[src/rtl/pipe_pkg.sv]
// Shared definitions for the elastic pipeline-stage buffer:
// stage indices, occupancy encodings and reset/zero constants.
package pipe_pkg;

    localparam int STG_IF  = 0;
    localparam int STG_ID  = 1;
    localparam int STG_EX  = 2;
    localparam int STG_MEM = 3;
    localparam int STG_WB  = 4;

    typedef enum logic [1:0] {
        OCC_EMPTY = 2'd0,
        OCC_ONE   = 2'd1,
        OCC_FULL  = 2'd2
    } occ_e;

    localparam logic RST_ENABLE = 1'b0;

    localparam logic [1:0] INC_ZERO = 2'd0;
    localparam logic [1:0] INC_ONE  = 2'd1;

endpackage

[src/rtl/sat_counter.sv]
// Saturating up-counter with a 0..3 increment per cycle.
// The synchronous clear doubles as the reset.
module sat_counter #(
    parameter int CNT_W = 16
) (
    input  logic             clk_i,
    input  logic             clr,
    input  logic [1:0]       inc,
    output logic [CNT_W-1:0] cnt_o
);

    logic [CNT_W:0] sum;

    assign sum = {1'b0, cnt_o} + {{(CNT_W-1){1'b0}}, inc};

    always_ff @(posedge clk_i) begin
        if (clr) begin
            cnt_o <= '0;
        end else if (sum[CNT_W]) begin
            cnt_o <= '1;
        end else begin
            cnt_o <= sum[CNT_W-1:0];
        end
    end

endmodule

[src/rtl/pipe_stage_buf.sv]
// Elastic pipeline-stage register: main + skid entry, valid/ready on
// both sides, global stall/flush, saturating stall and flush counters.
module pipe_stage_buf
    import pipe_pkg::*;
#(
    parameter int ADDR_W  = 16,
    parameter int DATA_W  = 48,
    parameter int CTRL_W  = 10,
    parameter int STALL_W = 6,
    parameter int STAGE   = STG_EX,
    parameter int CNT_W   = 16
) (
    input  logic               clk_i,
    input  logic               rst_i,
    input  logic               up_valid_i,
    output logic               up_ready_o,
    input  logic [ADDR_W-1:0]  up_pc_i,
    input  logic [DATA_W-1:0]  up_data_i,
    input  logic [CTRL_W-1:0]  up_ctrl_i,
    output logic               dn_valid_o,
    input  logic               dn_ready_i,
    output logic [ADDR_W-1:0]  dn_pc_o,
    output logic [DATA_W-1:0]  dn_data_o,
    output logic [CTRL_W-1:0]  dn_ctrl_o,
    input  logic [STALL_W-1:0] stall_i,
    input  logic               flush_i,
    output logic [1:0]         occ_o,
    output logic [CNT_W-1:0]   stall_cnt_o,
    output logic [CNT_W-1:0]   flush_cnt_o
);

    localparam int EW = ADDR_W + DATA_W + CTRL_W;

    occ_e          state;
    occ_e          state_nxt;
    logic [EW-1:0] main_q;
    logic [EW-1:0] skid_q;
    logic [EW-1:0] in_ent;
    logic          push;
    logic          pop;
    logic          rst_act;
    logic [1:0]    stall_inc;
    logic [1:0]    flush_inc;
    logic          stall_unused;

    assign rst_act = (rst_i == RST_ENABLE);
    assign in_ent  = {up_pc_i, up_data_i, up_ctrl_i};
    assign push    = up_valid_i & up_ready_o & ~stall_i[STAGE];
    assign pop     = dn_valid_o & dn_ready_i & ~stall_i[STAGE+1];

    // Only two bits of the global vector matter to this instance.
    assign stall_unused = ^stall_i;

    always_ff @(posedge clk_i) begin
        if (rst_act) begin
            state <= OCC_EMPTY;
        end else begin
            state <= state_nxt;
        end
    end

    always_comb begin
        state_nxt = state;
        if (flush_i) begin
            state_nxt = OCC_EMPTY;
        end else begin
            unique case (state)
                OCC_EMPTY: if (push) state_nxt = OCC_ONE;
                OCC_ONE: begin
                    if (push && !pop) begin
                        state_nxt = OCC_FULL;
                    end else if (pop && !push) begin
                        state_nxt = OCC_EMPTY;
                    end
                end
                OCC_FULL:  if (pop) state_nxt = OCC_ONE;
                default:   state_nxt = OCC_EMPTY;
            endcase
        end
    end

    always_comb begin
        up_ready_o = (state != OCC_FULL);
        dn_valid_o = (state != OCC_EMPTY);
        occ_o      = state;
    end

    // Invalid entries are kept all-zero so an idle output reads as a NOP.
    always_ff @(posedge clk_i) begin
        if (rst_act || flush_i) begin
            main_q <= '0;
            skid_q <= '0;
        end else begin
            unique case (state)
                OCC_EMPTY: if (push) main_q <= in_ent;
                OCC_ONE: begin
                    if (push && pop) begin
                        main_q <= in_ent;
                    end else if (push) begin
                        skid_q <= in_ent;
                    end else if (pop) begin
                        main_q <= '0;
                    end
                end
                OCC_FULL: begin
                    if (pop) begin
                        main_q <= skid_q;
                        skid_q <= '0;
                    end
                end
                default: begin
                    main_q <= '0;
                    skid_q <= '0;
                end
            endcase
        end
    end

    assign {dn_pc_o, dn_data_o, dn_ctrl_o} = main_q;

    assign stall_inc = (dn_valid_o & ~pop & ~flush_i) ? INC_ONE : INC_ZERO;
    assign flush_inc = flush_i ? occ_o : INC_ZERO;

    sat_counter #(.CNT_W(CNT_W)) u_stall_cnt (
        .clk_i (clk_i),
        .clr   (rst_act),
        .inc   (stall_inc),
        .cnt_o (stall_cnt_o)
    );

    sat_counter #(.CNT_W(CNT_W)) u_flush_cnt (
        .clk_i (clk_i),
        .clr   (rst_act),
        .inc   (flush_inc),
        .cnt_o (flush_cnt_o)
    );

endmodule

[config.mk]
export PLATFORM = sky130hd
export DESIGN_NAME = pipe_stage_buf
export DESIGN_NICKNAME = d
export VERILOG_FILES = /design/src/rtl/pipe_pkg.sv /design/src/rtl/sat_counter.sv /design/src/rtl/pipe_stage_buf.sv
export SDC_FILE = /design/constraint.sdc
export NUM_CORES = 1
export LEC_CHECK = 0
export CAP_MARGIN = 20
export CORE_ASPECT_RATIO = 0.9
export CORE_UTILIZATION = 53
export DETAILED_ROUTE_END_ITERATION = 8
export HOLD_SLACK_MARGIN = 0.1
export MAX_ROUTING_LAYER = met4
export PLACE_DENSITY = 0.93
export SKIP_CTS_REPAIR_TIMING = 1
export SLEW_MARGIN = 20
export SYNTH_ARGS = -nofsm -noshare
export SYNTH_HDL_FRONTEND = slang
export SYNTH_SLANG_ARGS = --single-unit
[constraint.sdc]
create_clock -name clk_i -period 5.3 [get_ports clk_i]
set_input_delay 1.06 -clock clk_i [delete_from_list [all_inputs] [get_ports clk_i]]
set_output_delay 1.06 -clock clk_i [all_outputs]
set_load 0.01 [all_outputs]
After elaboration in Yosys (flattened, before gate mapping)

Cells that the tools add are included.

Add/subtract/negate cells: 2
Reductions and logical operators: 12
Eq/ne operators: 10
Bitwise logic cells: 12
Mux-type cells: 17

Operator list:

| operator                                                              | count |
|---|---|
| 74-bit two-way mux                                                    | 6 |
| 74-bit one-hot mux with 3 select lines                                | 2 |
| 16-bit two-way mux                                                    | 2 |
| 16-bit by 1-bit adder with 17-bit output                              | 1 |
| 16-bit by 2-bit adder with 17-bit output                              | 1 |
| 2-bit two-way mux                                                     | 5 |
| 2-bit inequality test, second input constant                          | 5 |
| 3-bit inequality test, second input constant                          | 3 |
| 4-bit AND reduction                                                   | 2 |
| 1-bit AND                                                             | 6 |
| 1-bit NOT                                                             | 6 |
| 2-bit one-hot mux with 3 select lines                                 | 1 |
| 1-bit logical AND                                                     | 3 |
| 3-bit AND reduction                                                   | 1 |
| 2-bit by 1-bit equality test with 1-bit output, second input constant | 1 |
| 2-bit equality test, second input constant                            | 1 |
| 1-bit zero test                                                       | 2 |
| 2-bit zero test                                                       | 1 |
| 2-bit nonzero test                                                    | 1 |
| 2-bit OR reduction                                                    | 1 |
| 1-bit logical OR                                                      | 1 |
| 1-bit two-way mux                                                     | 1 |

Output and inout port bits: 110
Bits in registers: 182
Logic and storage cells: 58
Input port bits: 85

Longest topological paths before layout

Gate-level depths: netlist (run 1).

Depth after elaboration: 9
Depth in mapped cells: 13
Mapped depth without buffers: 9

Hierarchy

A second synthesis (run 1) with hierarchy kept.

Cell total of the unflattened synthesis: 1118
Area total of the unflattened synthesis: 9083.7 um^2

Modules (own cells, without submodules):

| module         | cells an instance | instances | seq. area each (um^2) | area each (um^2) |
|---|---|---|---|---|
| pipe_stage_buf | 950               | 1         | 3002.9                | 7502.2 |
| sat_counter    | 84                | 2         | 320.3                 | 790.8 |

Worst setup path before layout (run 1)

OpenSTA, ideal clock, no wires.

Kind: input -> register
Start point: input port flush_i
End point: register u_flush_cnt.cnt_o[10]
Path slack: 2.274 ns
Arrival time: 2.956 ns
Required time: 5.229 ns
Setup time: 0.071 ns
Stages on the path: 9
Path buffers: 1
Path through: and2_1 ha_1 inv_1 fa_1 nand3b_1 nor4_2 nand2_1 clkbuf_1 a21oi_1

Cells in the longest elaborated chain, start to end: 3

RTL lines:

| item                                     | line                  | RTL |
|---|---|---|
| from (decl)                              | pipe_stage_buf.sv:26  | `input logic flush_i,` |
| 2-bit two-way mux                        | pipe_stage_buf.sv:122 | `assign flush_inc = flush_i ? occ_o : INC_ZERO;` |
| 16-bit by 2-bit adder with 17-bit output | sat_counter.sv:14     | `assign sum = {1'b0, cnt_o} + {{(CNT_W-1){1'b0}}, inc};` |
| 16-bit two-way mux                       | sat_counter.sv:19     | `end else if (sum[CNT_W]) begin` |
| to (signal assigned)                     | sat_counter.sv:22     | `cnt_o <= sum[CNT_W-1:0];` |
| to (decl)                                | sat_counter.sv:9      | `output logic [CNT_W-1:0] cnt_o` |

Every way passes these cells.
A chain may end at the register's enable or synchronous reset.

Worst setup path after layout (run 1)

Ends and elaborated chain as after synthesis.

==> results of run 1 <==
==> cells by family after synthesis <==
family	Yosys count
xor gates and xnor gates	18
muxes	74
DFF	182
adders and majority gates	7
and+or+nand+nor	300
AOI/OAI and AO/OA	196
buffers and inverters	87
==> worst max-delay path, stage by stage <==
cell             delay (ns)
clkdlybuf4s50_1        0.61
and2_1                 0.19
ha_1                   0.19
inv_1                  0.06
fa_1                   0.40
nand3b_1               0.32
nor4_2                 0.57
nand2_1                0.42
a21oi_1                0.25
==> synth_stat cells (all sizes together) (4+ instances only) <==
cell type  number  area share, %
mux2i          74            9.8
nand2         238             12
o22ai          74            6.1
buf            25            1.4
a22oi          74            7.4
xor2            5           0.58
a21oi          30            2.0
nand4           8           0.75
nor2b           4           0.33
clkbuf         47            2.3
xnor2          13            1.5
nor4            7           0.75
nand3           4           0.26
nor2           14           0.70
ha              6           0.99
inv            15           0.75
nor3            8           0.53
dfxtp         182             48
==> through the flow <==
stage                     total power [uW]  std cells  utilization (%)  worst slack [ns]  hold slack, ns
after CTS                             2940       1213             72.9              1.61           0.460
after global routing                  3010       1213             72.9              1.37           0.471
final                                 2920       1213             72.9              1.56           0.460
after global placement                1640       1183             68.5              1.33           0.442
after floorplan                       1520        864                -              2.27           0.435
after detailed placement              1640       1183             68.5              1.21           0.451
==> sequential cells by signal (all words and copies together), names as in the netlist <==
signal	flops
u_flush_cnt.cnt_o	16
main_q	74
skid_q	74
u_stall_cnt.cnt_o	16
occ_o	2
==> power groups by stage <==
stage / clock, uW / combinational (uW) / sequential [uW]
after floorplan: 0 / 90.0 / 1430
after global placement: 0 / 215 / 1420
after detailed placement: 0 / 217 / 1420
after CTS: 1330 / 219 / 1390
after global routing: 1390 / 235 / 1390
final: 1310 / 220 / 1390
==> metal layers <==
layer  part of all wire (%)  vias to the layer above
met3                    6.6                       41
met1                     43                     3376
met5                      0                        -
met2                     48                      270
met4                    2.4                        0
li1                       -                     3328
==> how the worst max path moves through the flow <==
stage                     startpoint                    end  slack [ns]  cells past startpoint
after global placement       flush_i   u_flush_cnt.cnt_o[1]        1.33                      9
after floorplan              flush_i  u_flush_cnt.cnt_o[10]        2.27                      9
after detailed placement     flush_i  u_flush_cnt.cnt_o[10]        1.21                      9
after CTS                    flush_i  u_flush_cnt.cnt_o[10]        1.61                      9
final                        flush_i  u_flush_cnt.cnt_o[10]        1.56                      9
after global routing         flush_i  u_flush_cnt.cnt_o[13]        1.37                      9
==> area by class of cell <==
cell class	instances	area, um^2
clock buffer	21	450
clock inverter	9	151
fill	1025	3790
inverter	15	56.3
multi-input combinational	595	3620
sequential	182	3640
tap	193	241
timing repair buffer	198	2000
==> out/metrics.yaml, run 1 <==
skew_ns: 0.00742
seq_power_share_pct: 47.7
max_freq_mhz: 267
critPathLaunchType: "input pin"
grtUsageMet2_pct: 45.2
ios: 195
synthCells: 864
yosysWarningCount: 0
slew_headroom_pct: 34.4
first_iter_violations: 549
dp_hpwl_mm: 12.3
p_comb_share_pct: 7.6
switching_power_uw: 627
synth_xor_area_share_pct: 2.09
tns_ns: 0
hold_depth: 2
row_count: 41
ir_drop_mv: 0.250
die_x_um: 128
tightest_slew_ns: 0.982
grt_overflow: 0
finalInstanceArea_mm2: 0.0102
syn_area_mm2: 0.00755
slew_violations: 0
grt_max_degree: 77
synthSimpleGateAreaFrac_pct: 16.8
synth_async_sr_flop_share_pct: 0
ant_nets: 0
synthAdderAreaFrac_pct: 1.26
arrival_ns: 4.08
antennaDiodeCount: 0
p_clk_share_pct: 44.8
die_area_mm2: 0.0147
clock_latency_ns: 0.42
leakage_uw: 0.00349
route.detailed.drc: 0
wl_per_cell_um: 16.7
cts_sinks: 182
htreeDepth: 4
synth.distinct_cells: 46
p_per_area_mw_per_mm2: 287
use_met3_pct: 5.72
cts_buffers: 17
cts_max_path_buffers: 2
worst_r2r_startpoint: "occ_o[0]"
syn2layout_area_growth_pct: 34.6
synthMuxAreaShare_pct: 9.80
fin_nets: 1101
hold_path.class: "register to register"
rsz0062_at_grt: "no"
drt-pass1-iter-count: 5
crit_type: "input pin to register"
path_max_fanout: 12
hold_end: "skid_q[30]"
hold_path.startpoint: "skid_q[30]"
cts_tree: "done"
clkSlewWorstSetupHoldPaths_ns: 0.06
use_met1_pct: 33.9
vias_per_cell: 5.78
synth-edff-count: 0
coreArea_mm2: 0.0140
via_count: 7015
ys_ff_latch: 182
layout-drive-gt1-share_pct: 4.80
required_ns: 5.64
regToRegEndpoint: "u_flush_cnt.cnt_o[10]"
gpl.final_weighted_congestion: 0.844
hold_violations: 0
min_period_ns: 3.74
wl_mm: 20.3
status: "complete, no violations"
synth_top_family_by_area: "compound AO/OA/AOI/OAI gates"
die_y_um: 115
final_cell_mix: "nand2_1 (237), clkdlybuf4s50_1 (190), dfxtp_1 (182)"
synthesis.nets: 956
grt_pass1_vias: 6564
synth-compound-area-share_pct: 17.3
place_area_mm2: 0.00956
port_buffers: 190
antenna_found_initial: 0
cts_root_buffer: "clkbuf_16"
rrSetupSlack_ns: 2.18
p_sw_share_pct: 21.5
top_usage_layer: "met2"
syn_avg_cell_area_um2: 8.74
layout_commonest_cell: "nand2_1"
synth_ff_type: "dfxtp_1"
ys_seq_area_share_pct: 48.2
p_int_uw: 2290
setup_violations: 0
reg2regPathDepth: 8
initial_core_util_pct: 54.1
cap_viol_max_count: 0
end_kind: "register"
grt_pass1_wl_mm: 31.6
min_period_over_period_pct: 70.6
grt_usage_pct: 27.8
No activity file was read; power rests on OpenSTA's default activity.
==> run 2: changes to the inputs <==
--- a/config.mk
+++ b/config.mk
@@ -7,11 +7,11 @@
 export LEC_CHECK = 0
 export CAP_MARGIN = 20
 export CORE_ASPECT_RATIO = 0.9
-export CORE_UTILIZATION = 53
+export CORE_UTILIZATION = 44
 export DETAILED_ROUTE_END_ITERATION = 8
 export HOLD_SLACK_MARGIN = 0.1
 export MAX_ROUTING_LAYER = met4
-export PLACE_DENSITY = 0.93
+export PLACE_DENSITY = 0.83
 export SKIP_CTS_REPAIR_TIMING = 1
 export SLEW_MARGIN = 20
 export SYNTH_ARGS = -nofsm -noshare
==> constraint.sdc (replaced) <==
create_clock -name clk_i -period 3.35 [get_ports clk_i]
set_input_delay 0.67 -clock clk_i [delete_from_list [all_inputs] [get_ports clk_i]]
set_output_delay 0.67 -clock clk_i [all_outputs]
set_load 0.01 [all_outputs]
==> out/metrics.yaml, run 2 (synthesized netlist as in run 1, its figures left out) <==
cap_viol_max_count: 0  # unchanged
critPathLaunchType: "input pin"  # unchanged
hold_depth: 2  # unchanged
cts_tree: "done"  # unchanged
antenna_found_initial: 0  # unchanged
crit_slowest_cell: "clkdlybuf4s50_1"  # unchanged
cts_max_path_buffers: 2  # unchanged
p_per_area_mw_per_mm2: 442  # was 287 mW/mm^2
hold_violations: 0  # unchanged
arrival_ns: 3.15  # was 4.08 ns
tightest_slew_ns: 0.929  # was 0.982 ns
required_ns: 3.70  # was 5.64 ns
leakage_uw: 0.00353  # was 0.00349 uW
hold_end: "skid_q[27]"  # was skid_q[30]
cp-startpoint: "flush_i"  # unchanged
antennaDiodeCount: 0  # unchanged
reg2regPathDepth: 6  # was 8
grt_usage_pct: 22.7  # was 27.8%
ant_nets: 0  # unchanged
skew_ns: 0.00721  # was 0.00742 ns
min_period_over_period_pct: 83.6
gpl.final_weighted_congestion: 0.851  # was 0.844
cts_buffers: 17  # unchanged
rrSetupSlack_ns: 0.88  # was 2.18 ns
worst_r2r_startpoint: "occ_o[1]"  # was occ_o[0]
min_period_ns: 2.80
clkSlewWorstSetupHoldPaths_ns: 0.07  # was 0.06 ns
grt_max_degree: 149  # was 77
cts_sinks: 182  # unchanged
drt-pass1-iter-count: 5  # unchanged
ir_drop_mv: 0.328  # was 0.250 mV
crit_type: "input pin to register"  # unchanged
initial_core_util_pct: 44.9  # was 54.1%
path_max_fanout: 12  # unchanged
wl_mm: 19.9  # was 20.3 mm
die_y_um: 126  # was 115 um
rsz0062_at_grt: "no"  # unchanged
wl_per_cell_um: 16.1  # was 16.7 um
htreeDepth: 4  # unchanged
tns_ns: 0  # unchanged
setup_violations: 0  # unchanged
end_kind: "register"  # unchanged
layout_commonest_cell: "nand2_1"  # unchanged
route.detailed.drc: 0  # unchanged
slew_headroom_pct: 38.1  # was 34.4%
utilization_pct: 60.9  # was 72.9%
grt_pass1_wl_mm: 31.3  # was 31.6 mm
final_cell_mix: "nand2_1 (237), clkdlybuf4s50_1 (190), dfxtp_1 (182)"  # unchanged
whs_ns: 0.456  # was 0.460 ns
syn2layout_area_growth_pct: 35.6  # was 34.6%
clock_latency_ns: 0.42  # about the same
regToRegEndpoint: "u_flush_cnt.cnt_o[1]"  # was u_flush_cnt.cnt_o[10]
largestRegisters: "main_q x74, skid_q x74"  # unchanged
row_count: 45  # was 41
hold_path.class: "register to register"  # unchanged
hold_path.startpoint: "skid_q[27]"  # was skid_q[30]
port_buffers: 190  # unchanged
ios: 195  # unchanged
worst_slack_ns: 0.550  # was 1.56 ns
via_count: 6801  # was 7015
path_cells: "clkdlybuf4s50_1 -> and2_1 -> ha_1 -> inv_1 -> fa_1 -> nand3b_1 -> nor4_2 -> nand2_1 -> a21oi_1"  # unchanged
post-place-ws_ns: 0.127  # was 1.21 ns
slew_violations: 0  # unchanged
max_freq_mhz: 357
status: "complete, no violations"  # unchanged
coreArea_mm2: 0.0168  # was 0.0140 mm^2
dp_hpwl_mm: 12.3  # about the same
p_total_uw: 4530  # was 2920 uW
layout-drive-gt1-share_pct: 5.73  # was 4.80%
die_area_mm2: 0.0177  # was 0.0147 mm^2
first_iter_violations: 470  # was 549
cts_root_buffer: "clkbuf_16"  # unchanged
grt_pass1_vias: 6184  # was 6564
grt_overflow: 0  # unchanged
vias_per_cell: 5.48  # was 5.78
fin_nets: 1109  # was 1101
die_x_um: 140  # was 128 um
critPathMaxStageDelay_ns: 0.47  # was 0.61 ns
## run 2: changes by cell type in the layout (fill, tap and decap cells not counted), sizes merged
cell,change
buf,+8
clkinv,+3
bufinv,-2
inv,+1
## run 2: worst max path at each step
| stage | slack (ns) | depth (start not counted) | end |
|---|---|---|---|
| after floorplan | 0.49 | 13 | skid_q[13] |
| after global placement | 0.22 | 9 | u_flush_cnt.cnt_o[1] |
| after detailed placement | 0.13 | 9 | u_flush_cnt.cnt_o[1] |
| after CTS | 0.57 | 9 | u_flush_cnt.cnt_o[1] |
| after global routing | 0.43 | 9 | u_flush_cnt.cnt_o[1] |
| final | 0.55 | 9 | u_flush_cnt.cnt_o[1] |
## run 2: report_power, final
part           switching, uW  leakage, uW  internal (uW)
combinational            173      0.00178            185
sequential              12.6      0.00147           2190
clock                    847     0.000283           1120
## run 2: metrics by stage
stage	instances	instance area, um^2
global placement	1209	9670
detailed placement	1209	9670
floorplan	864	7550
global route	1241	10200
CTS	1241	10200
finish	1241	10200
## run 2: per-layer routing
layer	wire length (um)	global-route usage (%)	vias to the layer above
met5	0	-	-
met1	9340	29.4	3245
li1	-	-	3344
met4	297	8.60	0
met2	9320	35.2	191
met3	989	4.11	21
## run 2: cell type report
cell class | count | area (um^2)
fillers | 1440 | 6590
flip-flops and latches | 182 | 3640
multi-input cells | 595 | 3620
repair buffers | 206 | 2080
clock buffers | 21 | 450
well taps | 211 | 264
clock inverters | 11 | 125
inverters | 15 | 56.3
## run 2: worst max-delay path, delay by kind of cell
| kind | cells | cell delay [ns] |
|---|---|---|
| and+or+nand+nor | 4 | 1.12 |
| AOI/OAI and AO/OA | 1 | 0.23 |
| adders and majority gates | 2 | 0.59 |
| buffers and inverters | 2 | 0.54 |
